===== config.mk =====
export PLATFORM = sky130hd
export DESIGN_NAME = otter_fetch_queue
export DESIGN_NICKNAME = d
export VERILOG_FILES = /design/src/rtl/otter_fetch_queue.sv
export SDC_FILE = /design/constraint.sdc
export NUM_CORES = 1
export LEC_CHECK = 0
export ABC_AREA = 1
export BUFFER_PORTS_ARGS = -buffer_cell sky130_fd_sc_hd__buf_2
export CAP_MARGIN = 10
export CORE_MARGIN = 2
export CORE_UTILIZATION = 52
export DETAILED_ROUTE_END_ITERATION = 16
export PLACE_DENSITY = 0.88
export RECOVER_POWER = 50
export SLEW_MARGIN = 40
export SYNTH_ARGS = -nofsm -noshare
export SYNTH_HDL_FRONTEND = slang
export SYNTH_SLANG_ARGS = --single-unit
export TNS_END_PERCENT = 20

===== constraint.sdc =====
create_clock -name CLK -period 4.05 [get_ports CLK]
set_clock_uncertainty 0.05 [all_clocks]
set_input_delay 0.2025 -clock CLK [delete_from_list [all_inputs] [get_ports CLK]]
set_output_delay 0.2025 -clock CLK [all_outputs]
set_load 0.03 [all_outputs]

===== src/rtl/otter_fetch_queue.sv =====
// Instruction-fetch front end: issues sequential fetches to a 1-cycle memory port and buffers
// {IR, PC} pairs in a small FIFO for Decode; a redirect flushes the queue and restarts fetch.
module otter_fetch_queue #(
    parameter int unsigned QUEUE_DEPTH  = 4,
    parameter logic [31:0] RESET_VECTOR = 32'h0
) (
    input  logic        CLK,
    input  logic        RESET,
    input  logic        REDIRECT,
    input  logic [31:0] REDIRECT_PC,
    output logic [31:0] MEM_ADDR1,
    output logic        MEM_READ1,
    input  logic [31:0] MEM_DOUT1,
    output logic        IF_VALID,
    output logic [31:0] IF_IR,
    output logic [31:0] IF_PC,
    output logic [31:0] IF_NEXT_PC,
    input  logic        DE_READY,
    output logic        FETCH_MISALIGN
);

    localparam int unsigned PtrW = $clog2(QUEUE_DEPTH);
    localparam int unsigned CntW = $clog2(QUEUE_DEPTH + 1);
    localparam int unsigned OccW = CntW + 1;
    localparam logic [OccW-1:0] DepthOcc = OccW'(QUEUE_DEPTH);

    logic [31:0]     fetch_pc_q, fetch_pc_d;
    logic [31:0]     issue_pc_q, issue_pc_d;
    logic            inflight_q, inflight_d;
    logic            drop_q, drop_d;
    logic            misalign_q, misalign_d;
    logic [PtrW-1:0] head_q, head_d;
    logic [PtrW-1:0] tail_q, tail_d;
    logic [CntW-1:0] count_q, count_d;
    logic [31:0]     ir_q [QUEUE_DEPTH];
    logic [31:0]     ir_d [QUEUE_DEPTH];
    logic [31:0]     pc_q [QUEUE_DEPTH];
    logic [31:0]     pc_d [QUEUE_DEPTH];

    logic            pop;
    logic            push;
    logic            issue;
    logic [OccW-1:0] occ;

    always_comb begin
        IF_VALID   = (count_q != '0) & ~REDIRECT & ~RESET;
        IF_IR      = ir_q[head_q];
        IF_PC      = pc_q[head_q];
        IF_NEXT_PC = pc_q[head_q] + 32'd4;
        pop        = IF_VALID & DE_READY;
        push       = inflight_q & ~drop_q & ~REDIRECT & ~RESET;
        // Credit check: queued + inflight words after this cycle's pop must fit the queue.
        occ        = OccW'(count_q) + OccW'(inflight_q) - OccW'(pop);
        issue      = ~RESET & ~REDIRECT & (occ < DepthOcc);
        MEM_ADDR1  = fetch_pc_q;
        MEM_READ1  = issue;
        FETCH_MISALIGN = misalign_q;
    end

    always_comb begin
        fetch_pc_d = fetch_pc_q;
        issue_pc_d = issue_pc_q;
        inflight_d = issue;
        drop_d     = drop_q;
        misalign_d = REDIRECT & ~RESET & (REDIRECT_PC[1:0] != 2'b00);
        head_d     = head_q;
        tail_d     = tail_q;
        count_d    = count_q;
        ir_d       = ir_q;
        pc_d       = pc_q;

        if (issue) begin
            fetch_pc_d = fetch_pc_q + 32'd4;
            issue_pc_d = fetch_pc_q;
        end
        if (push) begin
            ir_d[tail_q] = MEM_DOUT1;
            pc_d[tail_q] = issue_pc_q;
            tail_d       = tail_q + PtrW'(1);
        end
        if (pop) begin
            head_d = head_q + PtrW'(1);
        end
        count_d = count_q + CntW'(push) - CntW'(pop);

        if (RESET) begin
            fetch_pc_d = RESET_VECTOR;
            inflight_d = 1'b0;
            drop_d     = 1'b0;
            head_d     = '0;
            tail_d     = '0;
            count_d    = '0;
        end else if (REDIRECT) begin
            fetch_pc_d = {REDIRECT_PC[31:2], 2'b00};
            drop_d     = 1'b0;
            head_d     = tail_q;
            count_d    = '0;
        end
    end

    always_ff @(posedge CLK) begin
        fetch_pc_q <= fetch_pc_d;
        issue_pc_q <= issue_pc_d;
        inflight_q <= inflight_d;
        drop_q     <= drop_d;
        misalign_q <= misalign_d;
        head_q     <= head_d;
        tail_q     <= tail_d;
        count_q    <= count_d;
    end

    // Storage needs no reset; only entries below count are ever presented as valid.
    always_ff @(posedge CLK) begin
        ir_q <= ir_d;
        pc_q <= pc_d;
    end

endmodule

---- After elaboration in Yosys (flattened, before gate mapping) ----
Index checks and enable logic that the tools add are counted.
storage, ports and cells
  register bits after elaboration ......... 329
  input port bits ......................... 68
  word-level logic and storage cells ...... 61
operators by class
  add/sub/neg operators ................... 8
  order comparisons ....................... 4
  multiplexer cells ....................... 14
  bitwise operators ....................... 13
  reductions and logical operators ........ 6
operators with widths
  cell                                                                  count
  128-bit bitwise mux                                                   2
  32-bit 2-to-1 mux                                                     7
  32-bit binary-select mux with 2-bit select                            2
  32-bit by 3-bit adder with 32-bit output, second input constant       2
  32-bit demux with 2-bit select                                        1
  1-bit bitwise AND                                                     9
  3-bit >= comparator, second input constant                            2
  2-bit inverter with 3-bit output                                      2
  2-bit nonzero test                                                    3
  2-bit by 1-bit adder with 2-bit output, second input constant         2
  3-bit by 1-bit adder with 4-bit output                                1
  4-bit by 3-bit < comparator with 1-bit output, second input constant  1
  2-bit 2-to-1 mux                                                      2
  4-bit by 1-bit subtractor with 4-bit output                           1
  3-bit by 1-bit adder with 3-bit output                                1
  3-bit by 1-bit < comparator with 1-bit output, second input constant  1
  3-bit nonzero test                                                    1
  3-bit by 1-bit subtractor with 3-bit output                           1
  1-bit inverter                                                        2
  2-bit OR reduction                                                    1
  1-bit logical AND                                                     1

---- Depth between registers and ports, before layout ----
Gate-level depths: netlist (run 1).
  word-level depth ........................ 9
  gate-level depth with buffers ........... 18
  gate-level depth less buffers ........... 17

---- Worst setup path before layout (run 1) ----
No wires, ideal clock.
  kind .................................... input-to-reg
  start ................................... in REDIRECT
  end ..................................... reg ir_q[0] (netlist name) (enable)
  library setup time ...................... 0.482 ns
  arrival time ............................ 3.250 ns
  path slack .............................. 0.268 ns
  stages .................................. 3
  path buffers ............................ 0
  path through ............................ nor2_1 nand2_1 nor2_1
between the ends
  word-level cells in the longest chain between the ends .. 3
ends and longest elaborated chain
  what                             line  RTL
  start, declared                  9     input logic REDIRECT,
  1-bit inverter                   51    push = inflight_q & ~drop_q & ~REDIRECT & ~RESET;
  1-bit bitwise AND (2 in series)  51
  end signal, assigned             114   ir_q <= ir_d;
  end, declared                    35    logic [31:0] ir_q [QUEUE_DEPTH];
Every way passes these cells.
A chain may end at the register's enable or synchronous reset.

---- Worst setup path after layout (run 1) ----
  start ................................... in REDIRECT
  end ..................................... reg fetch_pc_q[23], in the netlist MEM_ADDR1[23]
between the ends
  word-level cells in the longest chain between the ends .. 8
ends and longest elaborated chain
  what                                           line    RTL
  1-bit inverter                                 46, 54
  1-bit bitwise AND (2 in series)                46      IF_VALID = (count_q != '0) & ~REDIRECT & ~RESET;
  1-bit bitwise AND                              50      pop = IF_VALID & DE_READY;
  4-bit by 1-bit subtractor with 4-bit output    53      occ = OccW'(count_q) + OccW'(inflight_q) - OccW'(pop);
  4-bit by 3-bit < comparator with 1-bit output  54      issue = ~RESET & ~REDIRECT & (occ < DepthOcc);
  1-bit bitwise AND                              54
  2-bit nonzero test (no source line)            -
  end signal, assigned                           102     fetch_pc_q <= fetch_pc_d;
  end, declared                                  27      logic [31:0] fetch_pc_q, fetch_pc_d;
Parallel ways exist; a longest one is shown, timed or not.

==> results of run 1 <==
-- power breakdown --
| part | internal [uW] | leakage (uW) | switching (uW) |
|---|---|---|---|
| Combinational | 204 | 0.00330 | 486 |
| Sequential | 3610 | 0.00285 | 67.6 |
| Clock | 1560 | 0.000477 | 1130 |
| Total | 5370 | 0.00662 | 1690 |
-- critical path: stages --
cell	delay (ps)
dlygate4sd3_1	540
clkbuf_1	120
nor2_1	300
nand3_1	150
inv_1	120
ha_1	150
inv_1	40
ha_1	280
nand3_1	100
nand2_1	50
nand2_1	50
nand3_1	140
inv_1	90
nand2_1	210
nand2_1	120
buf_4	220
clkinvlp_4	330
nand2_1	140
a21oi_1	70
dlygate4sd3_1	570
-- how the worst max path moves through the flow --
stage | startpoint | endpoint | slack [ps] | cells past startpoint
2_1_floorplan | REDIRECT | ir_q[0] | 270 | 3
3_3_place_gp | RESET | MEM_ADDR1[4] | 860 | 18
3_5_place_dp | RESET | MEM_ADDR1[6] | 690 | 18
4_1_cts | REDIRECT | MEM_ADDR1[23] | 340 | 20
5_1_grt | REDIRECT | MEM_ADDR1[23] | 70 | 20
6_report | REDIRECT | MEM_ADDR1[23] | 410 | 20
-- cell families after synthesis --
kind of cell	count (synthesis)
buffers and inverters	181
xor gates and xnor gates	17
other	1
adders and majority gates	12
DFF	317
and+or+nand+nor	768
AOI/OAI and AO/OA	157
-- synth_stat cells --
library cell / instances / share of area, %
nor3_1: 6 / 0.21
o21ai_1: 5 / 0.17
nand3_2: 7 / 0.49
a22oi_1: 4 / 0.21
nor2_2: 17 / 0.74
buf_2: 12 / 0.42
a21boi_0: 1 / 0.052
buf_6: 8 / 0.63
clkbuf_1: 29 / 0.76
a21oi_1: 29 / 1.0
nand2_2: 21 / 0.92
o22ai_1: 33 / 1.4
nand2_4: 1 / 0.079
inv_2: 7 / 0.18
nor2_1: 169 / 4.4
ha_1: 11 / 0.96
nand2_1: 428 / 11
o21bai_1: 2 / 0.10
o21ai_0: 82 / 2.9
nand3_1: 99 / 3.5
conb_1: 1 / 0.026
buf_1: 1 / 0.026
xor2_1: 15 / 0.92
nor2_4: 3 / 0.24
nand3b_1: 6 / 0.31
fa_1: 1 / 0.14
or2_0: 2 / 0.087
inv_1: 110 / 2.9
and2_1: 2 / 0.087
nor3_2: 1 / 0.070
a31oi_1: 1 / 0.044
dfxtp_1: 39 / 5.5
clkinv_1: 2 / 0.052
edfxtp_1: 278 / 58
nand4_1: 6 / 0.26
xnor2_1: 2 / 0.12
buf_4: 12 / 0.63
-- per-layer routing --
metal | GRT usage [%] | up-vias | wire [um]
met2 | 41.1 | 601 | 17500
met4 | 7.28 | 0 | 909
met5 | 0 | - | 0
met3 | 3.21 | 90 | 3010
met1 | 31.7 | 5220 | 14200
li1 | - | 5346 | -
-- cell type report --
cell class | count | area (um^2) | area share [%]
antenna | 2 | 5.00 | 0.0294
clock buffer | 45 | 882 | 5.18
clock inverter | 11 | 76.3 | 0.448
inverter | 119 | 452 | 2.65
multi-input combinational | 960 | 4430 | 26.0
sequential | 317 | 9130 | 53.6
tap | 341 | 427 | 2.50
timing repair buffer | 274 | 1640 | 9.61
-- sequential cells by signal, indices dropped and copies added, names as in the netlist --
signal and count:
FETCH_MISALIGN 1, MEM_ADDR1 30, count_q 3, head_q 2, inflight_q 1, ir_q 128
issue_pc_q 30, pc_q 120, tail_q 2
-- per-stage QoR --
| stage | setup slack [ps] | power [uW] | std cells | utilization (%) |
|---|---|---|---|---|
| after floorplan | 268 | 4150 | 1458 | - |
| after global placement | 864 | 4360 | 1948 | 57.6 |
| after detailed placement | 687 | 4380 | 1948 | 57.6 |
| after CTS | 344 | 7080 | 2067 | 63.4 |
| after global routing | 70.8 | 7260 | 2069 | 63.1 |
| final | 406 | 7050 | 2069 | 63.1 |
-- repair_timing --
item	in CTS	in global routing
setup endpoints to repair	0	1
hold buffers	63	0
endpoints found under the hold margin	157	0
resized for setup	0	1
==> impl_metrics.env, run 1 <==
export IMPL_drt_iter0_drc=1199
export IMPL_r2r_end="MEM_ADDR1[23]"
export IMPL_io_buffers=192
export IMPL_syn_area_mm2=0.0143
export IMPL_muxShareOfSynthArea_pct=0
export IMPL_fin_area_mm2=0.0170
export IMPL_worstReg2RegStart="count_q[1]"
export IMPL_cts_tree="built"
export IMPL_yosys_warnings=0
export IMPL_drive_gt1_share_pct=14.4
export IMPL_cts_setup_buffers=0
export IMPL_numCtsBuffers=30
export IMPL_syn_to_final_growth_pct=19.0
export IMPL_hold_path_class="input pin to flip-flop"
export IMPL_via_count=11257
export IMPL_antenna_found_initial=2
export IMPL_rr_worst_depth=19
export IMPL_vias_per_cell=5.44
export IMPL_wl_per_cell_um=17.2
export IMPL_grt_start_max_net_pins=67
export IMPL_min_path_cells=5
export IMPL_firstDrtPassIters=7
export IMPL_layout_common_cells="nand2_1, edfxtp_1, nor2_1"
export IMPL_layout_commonest_cell="nand2_1"
export IMPL_violations="max-capacitance violations, max-slew violations"
export IMPL_critPathKind="input pin to flip-flop"
export IMPL_h_tree_depth=1
export IMPL_synth_cell_types=37
export IMPL_synthCells=1453
export IMPL_synth_top_family_by_area="simple AND/OR/NAND/NOR gates"
export IMPL_leakage_uw=0.00662
export IMPL_finalCriticalPeriod_ps=3640
export IMPL_finalHoldViolations=0
export IMPL_period_share_pct=90.0
export IMPL_grt_pass1_vias=10564
export IMPL_place_area_mm2=0.0156
export IMPL_cp_end_kind="flip-flop"
export IMPL_synthXorXnorAreaFrac_pct=1.04
export IMPL_tightest_slew_ps=1660
export IMPL_maxCapViolCount=4
export IMPL_core_area_mm2=0.0270
export IMPL_place_gp_congestion=0.890
export IMPL_clk_transition_reported_paths_ps=70
export IMPL_grt_use_total_pct=23.9
export IMPL_synth_seq_cells=317
export IMPL_wl_mm=35.6
export IMPL_synthSimpleGateAreaFrac_pct=22.6
export IMPL_max_freq_mhz=274
export IMPL_power_density_mw_per_mm2=414
export IMPL_peakVddDrop_mv=0.394
export IMPL_cts_num_sinks=317
export IMPL_hold_ws_ps=14.2
export IMPL_worstPathRequired_ps=4440
export IMPL_start_kind="input pin"
export IMPL_hold_end="MEM_ADDR1[9]"
export IMPL_insertion_delay_ps=550
export IMPL_r2r_slack_ps=580
export IMPL_pin_count=199
export IMPL_synthAdderAreaFrac_pct=1.10
export IMPL_cts_root_buf="clkbuf_16"
export IMPL_min_from="REDIRECT_PC[9]"
export IMPL_die_x_um=170
export IMPL_die_h_um=170
export IMPL_fill_cells=2071
export IMPL_max_slew_margin_pct=-10.9
export IMPL_seq_area_frac_synth_pct=63.7
export IMPL_maxSlewViolCount=116
export IMPL_synth_compound_area_share_pct=5.91
export IMPL_grt_overflow=0
export IMPL_hpwl_mm=22.5
export IMPL_avgSynthCellArea_um2=9.86
export IMPL_clk_path_buf_depth=3
export IMPL_setup_viol=0
export IMPL_path_max_fanout=20
export IMPL_floorplan_initialDensity_pct=53.0
export IMPL_rows=60
export IMPL_rsz0062_at_grt="false"
export IMPL_status="finished with violations"
export IMPL_finalSetupTns_ps=0
export IMPL_drc=0
export IMPL_fin_nets=1782
export IMPL_ant_nets=0
export IMPL_critPathArrivalTime_ps=4030
export IMPL_grt_first_pass_wirelength_mm=54.4
export IMPL_dieArea_mm2=0.0289
Note: power is estimated with default switching activity, not from simulation.
==> inputs of run 2 (changes only) <==
--- a/config.mk
+++ b/config.mk
@@ -8,8 +8,10 @@
 export ABC_AREA = 1
 export BUFFER_PORTS_ARGS = -buffer_cell sky130_fd_sc_hd__buf_2
 export CAP_MARGIN = 10
+export CELL_PAD_IN_SITES_DETAIL_PLACEMENT = 1
+export CELL_PAD_IN_SITES_GLOBAL_PLACEMENT = 1
 export CORE_MARGIN = 2
-export CORE_UTILIZATION = 52
+export CORE_UTILIZATION = 40
 export DETAILED_ROUTE_END_ITERATION = 16
 export PLACE_DENSITY = 0.88
 export RECOVER_POWER = 50
==> run 2 against run 1 <==
Net effect: the flow still finishes with violations (max-capacitance violations, max-slew violations); clock power is 7.4% higher; critical path type is now flip-flop to primary output; register-to-register slack worse by 170 ps; utilization is 14 points lower; total power is 3.3% higher; design area is 2.2% higher; largest power group unchanged.
==> impl_metrics.env, run 2 (synthesized netlist as in run 1, its figures left out) <==
export IMPL_hpwl_mm=28.2
export IMPL_maxSlewViolCount=63
export IMPL_via_count=11317
export IMPL_cts_setup_buffers=0
export IMPL_tightest_slew_ps=1940
export IMPL_syn_to_final_growth_pct=21.7
export IMPL_cp_num_cells=14
export IMPL_pin_count=199
export IMPL_start_kind="flip-flop"
export IMPL_layout_common_cells="nand2_1, edfxtp_1, nor2_1"
export IMPL_finalSetupTns_ps=0
export IMPL_finalHoldViolations=0
export IMPL_max_freq_mhz=272
export IMPL_cp_end_kind="primary output"
export IMPL_finalCriticalPeriod_ps=3680
export IMPL_critPathKind="flip-flop to primary output"
export IMPL_vias_per_cell=5.14
export IMPL_io_buffers=192
export IMPL_critPathArrivalTime_ps=3430
export IMPL_dieArea_mm2=0.0373
export IMPL_die_h_um=193
export IMPL_drt_iter0_drc=734
export IMPL_rr_worst_depth=19
export IMPL_largest_reg_flops=128
export IMPL_rsz0062_at_grt="false"
export IMPL_min_from="REDIRECT_PC[10]"
export IMPL_period_share_pct=90.9
export IMPL_peakVddDrop_mv=0.330
export IMPL_fin_cells=2201
export IMPL_power_density_mw_per_mm2=418
export IMPL_clk_transition_reported_paths_ps=60
export IMPL_violations="max-capacitance violations, max-slew violations"
export IMPL_antenna_found_initial=1
export IMPL_top_register="ir_q"
export IMPL_path_buf_inv=3
export IMPL_cpMostUsedCell="nand2_1"
export IMPL_ant_nets=0
export IMPL_cts_root_buf="clkbuf_16"
export IMPL_worstReg2RegStart="count_q[1]"
export IMPL_drive_gt1_share_pct=15.1
export IMPL_layout_commonest_cell="nand2_1"
export IMPL_min_path_cells=5
export IMPL_cts_tree="built"
export IMPL_wl_per_cell_um=19.0
export IMPL_insertion_delay_ps=570
export IMPL_grt_first_pass_wirelength_mm=64.6
export IMPL_drc=0
export IMPL_clk_path_buf_depth=3
export IMPL_cpMaxStageDelayCell="buf_4"
export IMPL_wl_mm=41.8
export IMPL_h_tree_depth=1
export IMPL_die_x_um=193
export IMPL_grt_start_max_net_pins=63
export IMPL_startpoint="head_q[0]"
export IMPL_floorplan_initialDensity_pct=40.5
export IMPL_cts_num_sinks=317
export IMPL_path_max_fanout=57
export IMPL_setup_viol=0
export IMPL_cpPeakStageDelay_ps=590
export IMPL_numCtsBuffers=31
export IMPL_grt_use_total_pct=21.6
export IMPL_max_slew_margin_pct=-29.1
export IMPL_fin_nets=1794
export IMPL_grt_pass1_vias=11945
export IMPL_hold_path_class="input pin to flip-flop"
export IMPL_fill_cells=4020
export IMPL_placed_cells=2071
export IMPL_worstPathCellList="buf_4, buf_4, nor2_1, nor2_1, nand2_1, nand2_1, nand2_1, nor2_1, nand2_1, nor2_1, nand2_1, nand2_1, nand2_1, buf_2"
export IMPL_status="finished with violations"
export IMPL_worstPathRequired_ps=3800
export IMPL_rows=69
export IMPL_largestRegisters="ir_q x128, pc_q x120"
export IMPL_place_gp_congestion=0.889
export IMPL_crit_family="buffers and inverters"
export IMPL_core_area_mm2=0.0354
export IMPL_maxCapViolCount=1
export IMPL_grt_overflow=0
export IMPL_leakage_uw=0.00675
export IMPL_firstDrtPassIters=7
run 2: path summary, 6_finish.rpt:
kind              slack, ps        endpoint
setup reg to reg        410   MEM_ADDR1[16]
hold / removal           30   MEM_ADDR1[10]
hold reg to reg         450        pc_q[49]
setup / recovery        370  IF_NEXT_PC[31]
run 2: layer usage:
metal	wire (um)	GRT usage, %
met5	0	0
met4	1060	6.62
met3	1690	2.14
met2	21500	39.6
met1	17500	27.0
run 2: metrics by stage:
step	hold WS, ps	instance area, um^2	total power, uW	setup slack, ps	utilization [%]
detailed placement	370	15800	4410	578	44.6
CTS	2.76	17500	7350	329	49.5
global placement	363	15800	4380	762	44.5
global route	45.8	17400	7510	37.9	49.2
floorplan	251	14300	4150	268	-
finish	29.4	17400	7290	368	49.2
run 2: area by class of cell:
type / count / area (um^2) / area share [%]
clock inverters: 16 / 168 / 0.962
flip-flops and latches: 317 / 9130 / 52.4
repair buffers: 285 / 1790 / 10.3
multi-input cells: 960 / 4430 / 25.4
well taps: 461 / 577 / 3.31
clock buffers: 42 / 867 / 4.98
inverters: 119 / 452 / 2.59
diodes: 1 / 2.50 / 0.0144
run 2: report_power, final:
| group | switching (uW) | internal [uW] | leakage, uW | total, uW |
|---|---|---|---|---|
| Clock | 1200 | 1690 | 0.000503 | 2890 |
| Sequential | 76.9 | 3610 | 0.00285 | 3680 |
| Combinational | 501 | 215 | 0.00339 | 716 |
run 2: timing repair:
action / in CTS / in global routing
endpoints found under the setup margin: 0 / 1
gates resized for setup: 0 / 1
hold buffers: 71 / 0
hold endpoints to repair: 158 / 0
run 2: worst min-delay path, stage by stage:
cell and delay, ps:
buf_2 80, nand2_1 50, inv_1 50, o21ai_0 90, a21oi_1 130
==> inputs of run 3 (changes only) <==
--- a/config.mk
+++ b/config.mk
@@ -10,7 +10,7 @@
 export CAP_MARGIN = 10
 export CELL_PAD_IN_SITES_DETAIL_PLACEMENT = 1
 export CELL_PAD_IN_SITES_GLOBAL_PLACEMENT = 1
-export CORE_MARGIN = 2
+export CORE_MARGIN = 3
 export CORE_UTILIZATION = 40
 export DETAILED_ROUTE_END_ITERATION = 16
 export PLACE_DENSITY = 0.88
==> run 3 against run 2 <==
Net effect: the run still ends with max-capacitance violations, max-slew violations left; critical path type unchanged; worst setup slack gained 60 ps; critical path depth shrank 3; via count grew 0.13%; critical endpoint is now IF_NEXT_PC[30]; sequential power is essentially flat; global-route usage grew 0.41 points; largest cell class unchanged; sequential cell count is the same.
==> impl_metrics.env, run 3 (synthesized netlist as in run 1, its figures left out) <==
export IMPL_status="finished with violations"
export IMPL_violations="max-capacitance violations, max-slew violations"
export IMPL_max_freq_mhz=276
export IMPL_cts_setup_buffers=0
export IMPL_leakage_uw=0.00671
export IMPL_grt_start_max_net_pins=83
export IMPL_critPathKind="flip-flop to primary output"
export IMPL_tightest_slew_ps=1910
export IMPL_maxCapViolCount=2
export IMPL_largestRegisters="ir_q x128, pc_q x120"
export IMPL_clk_path_buf_depth=3
export IMPL_layout_common_cells="nand2_1, edfxtp_1, nor2_1"
export IMPL_die_h_um=195
export IMPL_h_tree_depth=2
export IMPL_fin_nets=1787
export IMPL_cts_root_buf="clkbuf_16"
export IMPL_period_share_pct=89.4
export IMPL_cts_tree="built"
export IMPL_p_total_uw=7470
export IMPL_floorplan_initialDensity_pct=41.1
export IMPL_max_slew_margin_pct=-27.5
export IMPL_drive_gt1_share_pct=14.8
export IMPL_rsz0062_at_grt="false"
export IMPL_dieArea_mm2=0.0381
export IMPL_core_area_mm2=0.0349
export IMPL_drc=0
export IMPL_worstPathRequired_ps=3800
export IMPL_maxSlewViolCount=63
export IMPL_ant_nets=0
export IMPL_grt_use_total_pct=22.1
export IMPL_cts_num_sinks=317
export IMPL_die_x_um=195
export IMPL_finalCriticalPeriod_ps=3620
export IMPL_peakVddDrop_mv=0.203
export IMPL_firstDrtPassIters=5
export IMPL_finalSetupTns_ps=0
export IMPL_via_count=11332
export IMPL_syn_to_final_growth_pct=21.3
export IMPL_start_kind="flip-flop"
export IMPL_drt_iter0_drc=663
export IMPL_pin_count=199
export IMPL_antenna_found_initial=0
export IMPL_grt_overflow=0
export IMPL_insertion_delay_ps=530
export IMPL_power_density_mw_per_mm2=430
export IMPL_setup_viol=0
export IMPL_numCtsBuffers=35
export IMPL_top_register="ir_q"
export IMPL_path_max_fanout=48
export IMPL_grt_first_pass_wirelength_mm=66.9
export IMPL_hpwl_mm=28.1
export IMPL_critPathArrivalTime_ps=3370
export IMPL_layout_commonest_cell="nand2_1"
export IMPL_vias_per_cell=5.18
export IMPL_rows=68
export IMPL_cp_end_kind="primary output"
export IMPL_antennaDiodeCount=0
export IMPL_wl_mm=42.4
export IMPL_wl_per_cell_um=19.4
export IMPL_finalHoldViolations=0
export IMPL_grt_pass1_vias=12155
export IMPL_clk_transition_reported_paths_ps=60
export IMPL_io_buffers=192
export IMPL_hold_path_class="input pin to flip-flop"
export IMPL_place_gp_congestion=0.895
export IMPL_largest_reg_flops=128
[run 3: layout make-up]
type / count / area (um^2)
Multi-Input combinational cell: 960 / 4420
Inverter: 119 / 449
Sequential cell: 317 / 9130
Fill cell: 3978 / 17500
Tap cell: 455 / 569
Timing Repair Buffer: 274 / 1680
Clock buffer: 46 / 960
Clock inverter: 15 / 151
[run 3: final timing paths]
path                                      from             end  slack, ps  cells past startpoint
worst min-delay path            REDIRECT_PC[8]    MEM_ADDR1[8]         40                      4
worst min register to register  issue_pc_q[11]        pc_q[75]        450                      0
worst max register to register      count_q[2]   MEM_ADDR1[17]        770                     18
worst max-delay path                 head_q[0]  IF_NEXT_PC[30]        430                     11
[run 3: critical path: stages (launching register included)]
cell	delay [ps]
dfxtp_4	500
inv_4	410
buf_4	390
nand2_1	110
nand3_1	110
nand2_2	120
nor2_1	150
nand2_1	130
nor3_1	440
nand3b_1	140
nand2_1	90
buf_2	190
[run 3: power breakdown]
group	internal [uW]	switching, uW	leakage (uW)	total, uW
sequential	3610	75.1	0.00285	3680
clock	1810	1270	0.000536	3090
combinational	208	498	0.00333	706
total	5630	1850	0.00671	7470
[run 3: timing repair]
| action | in CTS | in global routing |
|---|---|---|
| hold buffers | 61 | 0 |
| endpoints found under the setup margin | 0 | 6 |
| gates resized for setup | 0 | 1 |
| hold endpoints to repair | 156 | 0 |
[run 3: routing by layer]
layer | part of all wire [%] | vias to the layer above | track usage [%] | wire length, um
met4 | 2.5 | 0 | 7.31 | 1080
met2 | 50 | 335 | 37.9 | 21300
met5 | 0 | - | 0 | 0
li1 | - | 5363 | - | -
met3 | 4.8 | 73 | 2.97 | 2040
met1 | 42 | 5561 | 28.9 | 18000
[run 3: through the flow]
stage                     cells  setup WS, ps  hold slack, ps  utilization (%)  instance area (um^2)
final                      2186           427            42.7             49.8                 17400
after global routing       2186           178            52.4             49.8                 17400
after CTS                  2185           216            16.6             50.0                 17400
after detailed placement   2063           532             370             45.1                 15700
after global placement     2063           811             362             45.1                 15700
after floorplan            1458           268             251                -                 14300
